File: config.mk
export PLATFORM = sky130hd
export DESIGN_NAME = mem_line_refill_ctrl
export DESIGN_NICKNAME = d
export VERILOG_FILES = /design/src/rtl/mem_line_refill_ctrl_pkg.sv /design/src/rtl/mem_line_refill_ctrl_rd_tracker.sv /design/src/rtl/mem_line_refill_ctrl.sv
export SDC_FILE = /design/constraint.sdc
export NUM_CORES = 1
export LEC_CHECK = 0
export ABC_AREA = 1
export BUFFER_PORTS_ARGS = -buffer_cell sky130_fd_sc_hd__buf_2
export CELL_PAD_IN_SITES_DETAIL_PLACEMENT = 1
export CELL_PAD_IN_SITES_GLOBAL_PLACEMENT = 2
export CORE_UTILIZATION = 30
export DETAILED_ROUTE_END_ITERATION = 10
export PLACE_DENSITY_LB_ADDON = 0.1
export SYNTH_ARGS = -nofsm -noshare
export SYNTH_HDL_FRONTEND = slang
export SYNTH_SLANG_ARGS = --single-unit
File: constraint.sdc
create_clock -name clka -period 2.1 [get_ports clka]
set_input_delay 0.63 -clock clka [delete_from_list [all_inputs] [get_ports clka]]
set_output_delay 0.63 -clock clka [all_outputs]
set_load 0.01 [all_outputs]
File: src/rtl/mem_line_refill_ctrl_pkg.sv
// Shared constants, FSM state encodings and the word-address helper for the
// cache-line refill controller.
package mem_line_refill_ctrl_pkg;

  localparam int LINE_BITS = 128;
  localparam int WORD_BITS = 32;
  localparam logic [3:0] WEA_ALL = 4'hF;

  // FSM state encodings
  localparam logic [1:0] ST_IDLE  = 2'd0;
  localparam logic [1:0] ST_WB    = 2'd1;
  localparam logic [1:0] ST_RD    = 2'd2;
  localparam logic [1:0] ST_DRAIN = 2'd3;

  // mainMem word address of beat 'beat' within the line whose byte address
  // bits [31:4] are 'line_addr'.
  function automatic logic [31:0] word_addr(input logic [27:0] line_addr,
                                            input logic [1:0]  beat);
    return {2'b00, line_addr, beat};
  endfunction

endpackage

File: src/rtl/mem_line_refill_ctrl_rd_tracker.sv
// Tracks outstanding mainMem reads: a MEM_RD_LAT-deep valid shift register
// whose tail marks the cycle douta carries read data, plus a 2-bit counter
// naming which line word that data belongs to.
module mem_rd_return_tracker #(
  parameter int MEM_RD_LAT = 1
) (
  input  logic       clk,
  input  logic       rst_n,
  input  logic       push,
  output logic       capture,
  output logic [1:0] ret_idx
);

  logic [MEM_RD_LAT-1:0] vld_q;
  logic [MEM_RD_LAT-1:0] vld_d;
  logic [1:0]            ret_q;
  logic [1:0]            ret_d;

  generate
    for (genvar gi = 0; gi < MEM_RD_LAT; gi++) begin : g_stage
      if (gi == 0) begin : g_head
        assign vld_d[gi] = push;
      end else begin : g_tail
        assign vld_d[gi] = vld_q[gi-1];
      end
    end
  endgenerate

  assign capture = vld_q[MEM_RD_LAT-1];
  assign ret_idx = ret_q;

  // Advance the return word index on every captured word
  always_comb begin
    ret_d = ret_q;
    if (capture) begin
      ret_d = ret_q + 2'd1;
    end
  end

  // Valid pipeline and return counter registers
  always_ff @(posedge clk or negedge rst_n) begin
    if (!rst_n) begin
      vld_q <= '0;
      ret_q <= 2'd0;
    end else begin
      vld_q <= vld_d;
      ret_q <= ret_d;
    end
  end

endmodule

File: src/rtl/mem_line_refill_ctrl.sv
// Data-cache miss engine on the mainMem single-port interface: optional
// 4-beat write-back of a dirty victim, then a 4-beat pipelined line read,
// returning the assembled 128-bit line with a one-cycle fill_valid pulse.
// All mainMem signals are registered; a beat is "issued" on the edge that
// loads it into the mem_* output flops.
module mem_line_refill_ctrl
  import mem_line_refill_ctrl_pkg::*;
#(
  parameter int MEM_RD_LAT = 1,
  parameter int LINE_WORDS = 4
) (
  input  logic                 clka,
  input  logic                 rsta_n,
  input  logic                 req_valid,
  output logic                 req_ready,
  input  logic [31:0]          req_addr,
  input  logic                 req_wb,
  input  logic [31:0]          wb_addr,
  input  logic [LINE_BITS-1:0] wb_line,
  output logic                 fill_valid,
  output logic [31:0]          fill_addr,
  output logic [LINE_BITS-1:0] fill_line,
  output logic                 mem_ena,
  output logic [3:0]           mem_wea,
  output logic [31:0]          mem_addra,
  output logic [WORD_BITS-1:0] mem_dina,
  input  logic [WORD_BITS-1:0] mem_douta
);

  localparam logic [2:0] LAST_BEAT = 3'(LINE_WORDS - 1);

  logic [1:0]           state_q, state_d;
  logic [2:0]           beat_q, beat_d;
  logic [27:0]          req_line_q, req_line_d;
  logic [27:0]          wb_line_addr_q, wb_line_addr_d;
  logic [LINE_BITS-1:0] wb_data_q, wb_data_d;
  logic [LINE_BITS-1:0] line_q, line_d;
  logic                 fill_valid_q, fill_valid_d;
  logic [31:0]          fill_addr_q, fill_addr_d;
  logic [LINE_BITS-1:0] fill_line_q, fill_line_d;
  logic                 mem_ena_q, mem_ena_d;
  logic [3:0]           mem_wea_q, mem_wea_d;
  logic [31:0]          mem_addra_q, mem_addra_d;
  logic [WORD_BITS-1:0] mem_dina_q, mem_dina_d;

  logic                 capture;
  logic [1:0]           ret_idx;
  logic                 unused_addr_bits;

  // Byte-offset bits of the line addresses carry no information
  assign unused_addr_bits = ^{req_addr[3:0], wb_addr[3:0]};

  // A read beat reaches mainMem in the cycle mem_ena is high with wea clear
  mem_rd_return_tracker #(
    .MEM_RD_LAT(MEM_RD_LAT)
  ) u_rd_tracker (
    .clk    (clka),
    .rst_n  (rsta_n),
    .push   (mem_ena_q && (mem_wea_q == 4'h0)),
    .capture(capture),
    .ret_idx(ret_idx)
  );

  assign req_ready  = (state_q == ST_IDLE);
  assign fill_valid = fill_valid_q;
  assign fill_addr  = fill_addr_q;
  assign fill_line  = fill_line_q;
  assign mem_ena    = mem_ena_q;
  assign mem_wea    = mem_wea_q;
  assign mem_addra  = mem_addra_q;
  assign mem_dina   = mem_dina_q;

  // Next-state, next-beat and registered mainMem drive; read returns are
  // assembled into line_q and published on the word-3 capture.
  always_comb begin
    state_d        = state_q;
    beat_d         = beat_q;
    req_line_d     = req_line_q;
    wb_line_addr_d = wb_line_addr_q;
    wb_data_d      = wb_data_q;
    line_d         = line_q;
    fill_valid_d   = 1'b0;
    fill_addr_d    = fill_addr_q;
    fill_line_d    = fill_line_q;
    mem_ena_d      = 1'b0;
    mem_wea_d      = 4'h0;
    mem_addra_d    = mem_addra_q;
    mem_dina_d     = '0;

    case (state_q)
      ST_IDLE: begin
        if (req_valid) begin
          req_line_d     = req_addr[31:4];
          wb_line_addr_d = wb_addr[31:4];
          wb_data_d      = wb_line;
          beat_d         = 3'd0;
          state_d        = req_wb ? ST_WB : ST_RD;
        end
      end
      ST_WB: begin
        mem_ena_d   = 1'b1;
        mem_wea_d   = WEA_ALL;
        mem_addra_d = word_addr(wb_line_addr_q, beat_q[1:0]);
        mem_dina_d  = wb_data_q[{beat_q[1:0], 5'd0} +: WORD_BITS];
        if (beat_q == LAST_BEAT) begin
          // Read beat 0 follows write beat 3 on the very next edge
          state_d = ST_RD;
          beat_d  = 3'd0;
        end else begin
          beat_d = beat_q + 3'd1;
        end
      end
      ST_RD: begin
        // beat_q runs one past the last beat so DRAIN starts only once
        // the final read beat has left the output flops
        if (beat_q <= LAST_BEAT) begin
          mem_ena_d   = 1'b1;
          mem_addra_d = word_addr(req_line_q, beat_q[1:0]);
          beat_d      = beat_q + 3'd1;
        end else begin
          state_d = ST_DRAIN;
        end
      end
      default: begin
      end
    endcase

    if (capture) begin
      line_d[{ret_idx, 5'd0} +: WORD_BITS] = mem_douta;
      if (ret_idx == 2'd3) begin
        fill_valid_d = 1'b1;
        fill_addr_d  = {req_line_q, 4'h0};
        fill_line_d  = line_d;
        state_d      = ST_IDLE;
        beat_d       = 3'd0;
      end
    end
  end

  // Controller state and output registers
  always_ff @(posedge clka or negedge rsta_n) begin
    if (!rsta_n) begin
      state_q        <= ST_IDLE;
      beat_q         <= 3'd0;
      req_line_q     <= '0;
      wb_line_addr_q <= '0;
      wb_data_q      <= '0;
      line_q         <= '0;
      fill_valid_q   <= 1'b0;
      fill_addr_q    <= '0;
      fill_line_q    <= '0;
      mem_ena_q      <= 1'b0;
      mem_wea_q      <= 4'h0;
      mem_addra_q    <= '0;
      mem_dina_q     <= '0;
    end else begin
      state_q        <= state_d;
      beat_q         <= beat_d;
      req_line_q     <= req_line_d;
      wb_line_addr_q <= wb_line_addr_d;
      wb_data_q      <= wb_data_d;
      line_q         <= line_d;
      fill_valid_q   <= fill_valid_d;
      fill_addr_q    <= fill_addr_d;
      fill_line_q    <= fill_line_d;
      mem_ena_q      <= mem_ena_d;
      mem_wea_q      <= mem_wea_d;
      mem_addra_q    <= mem_addra_d;
      mem_dina_q     <= mem_dina_d;
    end
  end

endmodule

After elaboration in Yosys (flattened, before gate mapping)
Cells that the tools add are included.
{"block": "word_totals", "regBits": 546, "in_bits": 228, "output_inout_bits": 231, "elab_cells": 56}
{"block": "op_classes", "add_sub_neg": 3, "order_cmp": 1, "n_eq_ne": 5, "shifts": 3, "n_mux": 22, "n_reduce_logical": 7}
{"op": "128-bit bitwise mux", "n": 1}
{"op": "32-bit by 9-bit variable shift with 128-bit output, first input constant", "n": 1}
{"op": "128-bit by 8-bit indexed part select with 32-bit output", "n": 1}
{"op": "32-bit by 9-bit indexed part select with 128-bit output", "n": 1}
{"op": "32-bit two-way mux", "n": 2}
{"op": "32-bit one-hot mux with 2 select lines", "n": 1}
{"op": "3-bit two-way mux", "n": 5}
{"op": "2-bit two-way mux", "n": 6}
{"op": "7-bit negation with 9-bit output", "n": 1}
{"op": "3-bit one-hot mux with 3 select lines", "n": 1}
{"op": "2-bit one-hot mux with 3 select lines", "n": 1}
{"op": "2-bit AND reduction", "n": 3}
{"op": "2-bit == test, second input constant", "n": 2}
{"op": "4-bit logical NOT", "n": 1}
{"op": "4-bit two-way mux", "n": 1}
{"op": "3-bit by 1-bit adder with 3-bit output, second input constant", "n": 1}
{"op": "3-bit by 2-bit == test with 1-bit output, second input constant", "n": 1}
{"op": "3-bit by 2-bit <= comparator with 1-bit output, second input constant", "n": 1}
{"op": "1-bit two-way mux", "n": 3}
{"op": "2-bit by 1-bit adder with 2-bit output, second input constant", "n": 1}
{"op": "2-bit by 1-bit == test with 1-bit output, second input constant", "n": 1}
{"op": "2-bit logical NOT", "n": 1}
{"op": "2-bit inequality test, second input constant", "n": 1}
{"op": "1-bit one-hot mux with 2 select lines", "n": 1}
{"op": "2 further kinds", "n": 2}

Logic depth before layout (Yosys ltp)
{"block": "logic_depth", "depth_word": 5, "mapped_depth": 10, "depth_no_buf": 9}

Cells and area by module
From an unflattened synthesis, not the netlist that was laid out.
{"block": "hier_totals", "cells_unflattened": 2450, "area_unflattened_um2": 23223.5}
{"module": "mem_line_refill_ctrl", "n_inst": 1, "cells_per_inst": 2439, "area_each_um2": 23114.7}
{"module": "mem_rd_return_tracker", "n_inst": 1, "cells_per_inst": 11, "area_each_um2": 108.9}

Worst setup path after synthesis
Ideal clock, no wire load.
{"block": "synth_path", "path_kind": "reg2reg", "startpoint": "reg u_rd_tracker.ret_q[0] (netlist: u_rd_tracker.ret_idx[0])", "endpoint": "reg line_q[54]", "setup_time_ns": 0.133, "arrival_ns": 1.576, "path_slack_ns": 0.391, "path_stages_with_launch": 9, "path_buffers": 2, "period_less_slack_ns": 1.709, "cell_sequence": "dfrtp_1 -> buf_2 -> inv_2 -> ha_1 -> nand2_1 -> buf_2 -> o22ai_1 -> nand2_1 -> o21ai_0"}
{"block": "synth_via", "elab_chain_len": 3}
{"element": "start: declaration", "line": "mem_line_refill_ctrl_rd_tracker.sv:16", "rtl": "logic [1:0] ret_q;"}
{"element": "start signal: assignment", "line": "mem_line_refill_ctrl_rd_tracker.sv:47", "rtl": "ret_q <= ret_d;"}
{"element": "7-bit negation with 9-bit output *", "line": "mem_line_refill_ctrl.sv:129", "rtl": "line_d[{ret_idx, 5'd0} +: WORD_BITS] = mem_douta;"}
{"element": "32-bit by 9-bit indexed part select with 128-bit output / 32-bit by 9-bit variable shift with 128-bit output (equally long branches)", "line": "mem_line_refill_ctrl.sv:129"}
{"element": "128-bit bitwise mux *", "line": "mem_line_refill_ctrl.sv:129"}
{"element": "end signal: assignment", "line": "mem_line_refill_ctrl.sv:162", "rtl": "line_q <= line_d;"}
{"element": "end: declaration", "line": "mem_line_refill_ctrl.sv:37", "rtl": "logic [LINE_BITS-1:0] line_q, line_d;"}
Every way passes the cells marked *; elsewhere a longest branch is shown, timed or not.
A chain may end at the register's enable or synchronous reset.

Worst setup path after layout
{"block": "layout_path", "startpoint": "reg state_q[1]", "endpoint": "out req_ready"}
{"block": "layout_via", "elab_chain_len": 1}
{"element": "start: declaration", "line": "mem_line_refill_ctrl.sv:32", "rtl": "logic [1:0] state_q, state_d;"}
{"element": "start signal: assignment", "line": "mem_line_refill_ctrl.sv:157", "rtl": "state_q <= state_d;"}
{"element": "2-bit logical NOT", "line": "mem_line_refill_ctrl.sv:64", "rtl": "assign req_ready = (state_q == ST_IDLE);"}
{"element": "end: declaration", "line": "mem_line_refill_ctrl.sv:15", "rtl": "output logic req_ready,"}
No other way between the ends.

==> reports/qor.yml <==
finish:
  final_cell_area_mm2: 0.0291
  fin_nets: 3111
  stdcell_count: 3956
  synthToLayoutAreaGrowth_pct: 25.3
  layout-drive-gt1-share_pct: 25.6
  final_core_util_pct: 38.2
yosys:
  yosys.area.top_type_share_pct: 58.3
  yosysTopAreaCell: "dfrtp_1"
  synth_ff_type: "dfrtp_1"
  synth_edf_count: 0
  synth_common_cells: "nand2_1 (727), dfrtp_1 (541), o21ai_0 (197)"
  ys_async_sr_fraction_pct: 100
  synth_area_mm2: 0.0232
  synth_area_leaders: "dfrtp_1 (58%), nand2_1 (12%), o21ai_0 (4.2%)"
  syn_area_per_cell_um2: 9.54
  ys_warn_count: 0
  synthCells: 2433
  synth_most_common_cell: "nand2_1"
  synth-seq-cells: 541
  yosysSeqAreaShare_pct: 58.3
  synth_cell_type_count: 30
global_routing:
  grt.total_usage_pct: 20.6
  grt_max_degree: 146
  grt_pass1_vias: 20200
  antenna_found_initial: 28
  grt_pass1_wl_um: 123000
  grt_overflow_total: 0
worst_setup_path:
  arrival_ns: 1.39
  path_cells: "inv_2 -> ha_4 -> buf_4"
  cp_max_fo: 6
  cp-end-kind: "output port"
  max_stage_delay_ns: 0.44
  crit_slowest_cell: "dfrtp_2"
  critical_path_class: "reg2out"
  cp.required_ns: 1.47
  cp-start-kind: "register"
sta:
  clock_skew_ns: 0.0169
  finalWorstSetupSlack_ns: 0.0779
  timing.hold.ws_ns: 0.238
  finalHoldViolations: 0
  slew_viol_final: 0
  finalSetupViolCount: 0
  worst_slew_pin_slew_ns: 0.564
  finalCriticalPeriod_ns: 2.02
  max_slew_margin_pct: 62.4
  setup_total_negative_slack_ns: 0
  timing.final.crit_share_pct: 96.3
  fmax_mhz: 495
  grt_setup_unrepaired: "no"
drt:
  wl_per_cell_um: 20.1
  drt_iter0_drc: 759
  post-route-drc-count: 0
  routed_via_density: 4.66
  drt-total-wl_um: 79500
  dr_total_vias: 18500
  drt-pass1-iter-count: 5
  antenna_left: 0
cts:
  htreeDepth: 3
  clkSlewWorstSetupHoldPaths_ns: 0.06
  cts-buffers-inserted: 67
  insertion_delay_ns: 0.60
  tritoncts: "done"
  numClockSinks: 541
  root_buffer: "clkbuf_16"
  cts_buffer_depth: 3
power_and_ir_drop:
  total_leakage_power_nw: 14.6
  pwr_density_cell_mw_per_mm2: 771
  power_mw: 22.4
  vdd_drop_max_uv: 438
job:
  cap_violations: 0
placed_design:
  dpl_cell_area_mm2: 0.0269
  dp_hpwl_um: 56500
  place.gp.congestion: 0.776
  portBuffers: 444
  place_inst: 3828
  dp_slack_ns: 0.172
hold_path:
  min_path_type: "in2reg"
die:
  initial_core_util_pct: 30.5
  chipWidth_um: 280
  pin_count: 459
  core_mm2: 0.0762
  die_y_um: 280
  num_rows: 101
  die_area_mm2: 0.0785
run_status:
  outcome: "completed"
## path summary, 6_finish.rpt
check,startpoint,endpoint,slack [ns],depth (start not counted)
worst max-delay path,state_q[1],req_ready,0.08,3
worst min-delay path,wb_line[116],wb_data_q[116],0.24,2
worst max register to register,u_rd_tracker.ret_idx[1],fill_line[87],0.17,7
worst min register to register,fill_line[39],fill_line[39],0.47,2
max in group asynchronous,rsta_n,line_q[2],0.76,4
min in group asynchronous,rsta_n,fill_line[79],0.50,2
## final cells by class
| class | instances | area [µm²] |
|---|---|---|
| clock inverters | 9 | 73.8 |
| diodes | 10 | 25.0 |
| clock buffers | 106 | 2070 |
| well taps | 1030 | 1290 |
| multi-input cells | 1529 | 8050 |
| flip-flops and latches | 541 | 13500 |
| repair buffers | 529 | 3260 |
| inverters | 202 | 763 |
| fillers | 8765 | 47100 |
## state kept, by name (all words and copies together) (netlist names)
register,cells
fill_line,128
fill_valid,1
mem_addra,30
u_rd_tracker.ret_idx,2
fill_addr,28
beat_q,3
mem_ena,1
req_line_q,28
u_rd_tracker.capture,1
mem_wea,1
line_q,128
mem_dina,32
wb_data_q,128
wb_line_addr_q,28
state_q,2
## repair_timing
item / 4_1_cts / 5_1_grt
setup endpoints to repair: 1 / 0
hold buffers: 1 / 0
setup buffers: 2 / 0
resized for setup: 6 / 0
hold endpoints to repair: 14 / 0
## power breakdown
part | switching (mW) | internal [mW]
clock | 4.54 | 6.84
combinational | 0.393 | 0.229
sequential | 0 | 10.4
total | 4.93 | 17.5
## cells by family (layout without fill, tap and decap cells)
kind of cell | count (synthesis) | in the layout | synth area share, %
AND/OR/NAND/NOR | 928 | 928 | 15.3
flip-flops | 541 | 541 | 58.3
AO/OA/AOI/OAI | 420 | 420 | 10.5
buffers and inverters | 368 | 846 | 7.22
multiplexers | 161 | 161 | 7.81
adder cells (fa/ha/maj) | 13 | 13 | 0.701
other | 1 | 16 | 0.0162
XOR/XNOR | 1 | 1 | 0.0378
## cells in the final DEF (no fill, tap or decap), drive strengths merged
cell,n
nor2,154
clkinv,7
buf,528
inv,203
ha,13
nand4,1
bufinv,1
mux2,161
a21oi,61
a21boi,1
o21ai,200
dlygate4sd3,1
o211ai,29
nand3,36
conb,6
dfrtp,541
xor2,1
a31oi,1
or2,5
clkbuf,106
diode,10
nand2,732
o22ai,128
## routing by layer
metal	vias up	global-route usage [%]	wire, µm
met1	9215	24.8	32800
met4	34	6.47	2130
met5	-	0	208
met3	146	6.05	4790
li1	8708	-	-
met2	350	35.1	39500
## worst max-delay path: cells and delay by family, from the launching register on
kind / cells / cell delay [ns]
fa+ha+maj: 1 / 0.13
flops: 1 / 0.44
buf+inv: 2 / 0.22
Note: power is estimated with default switching activity, not from simulation.
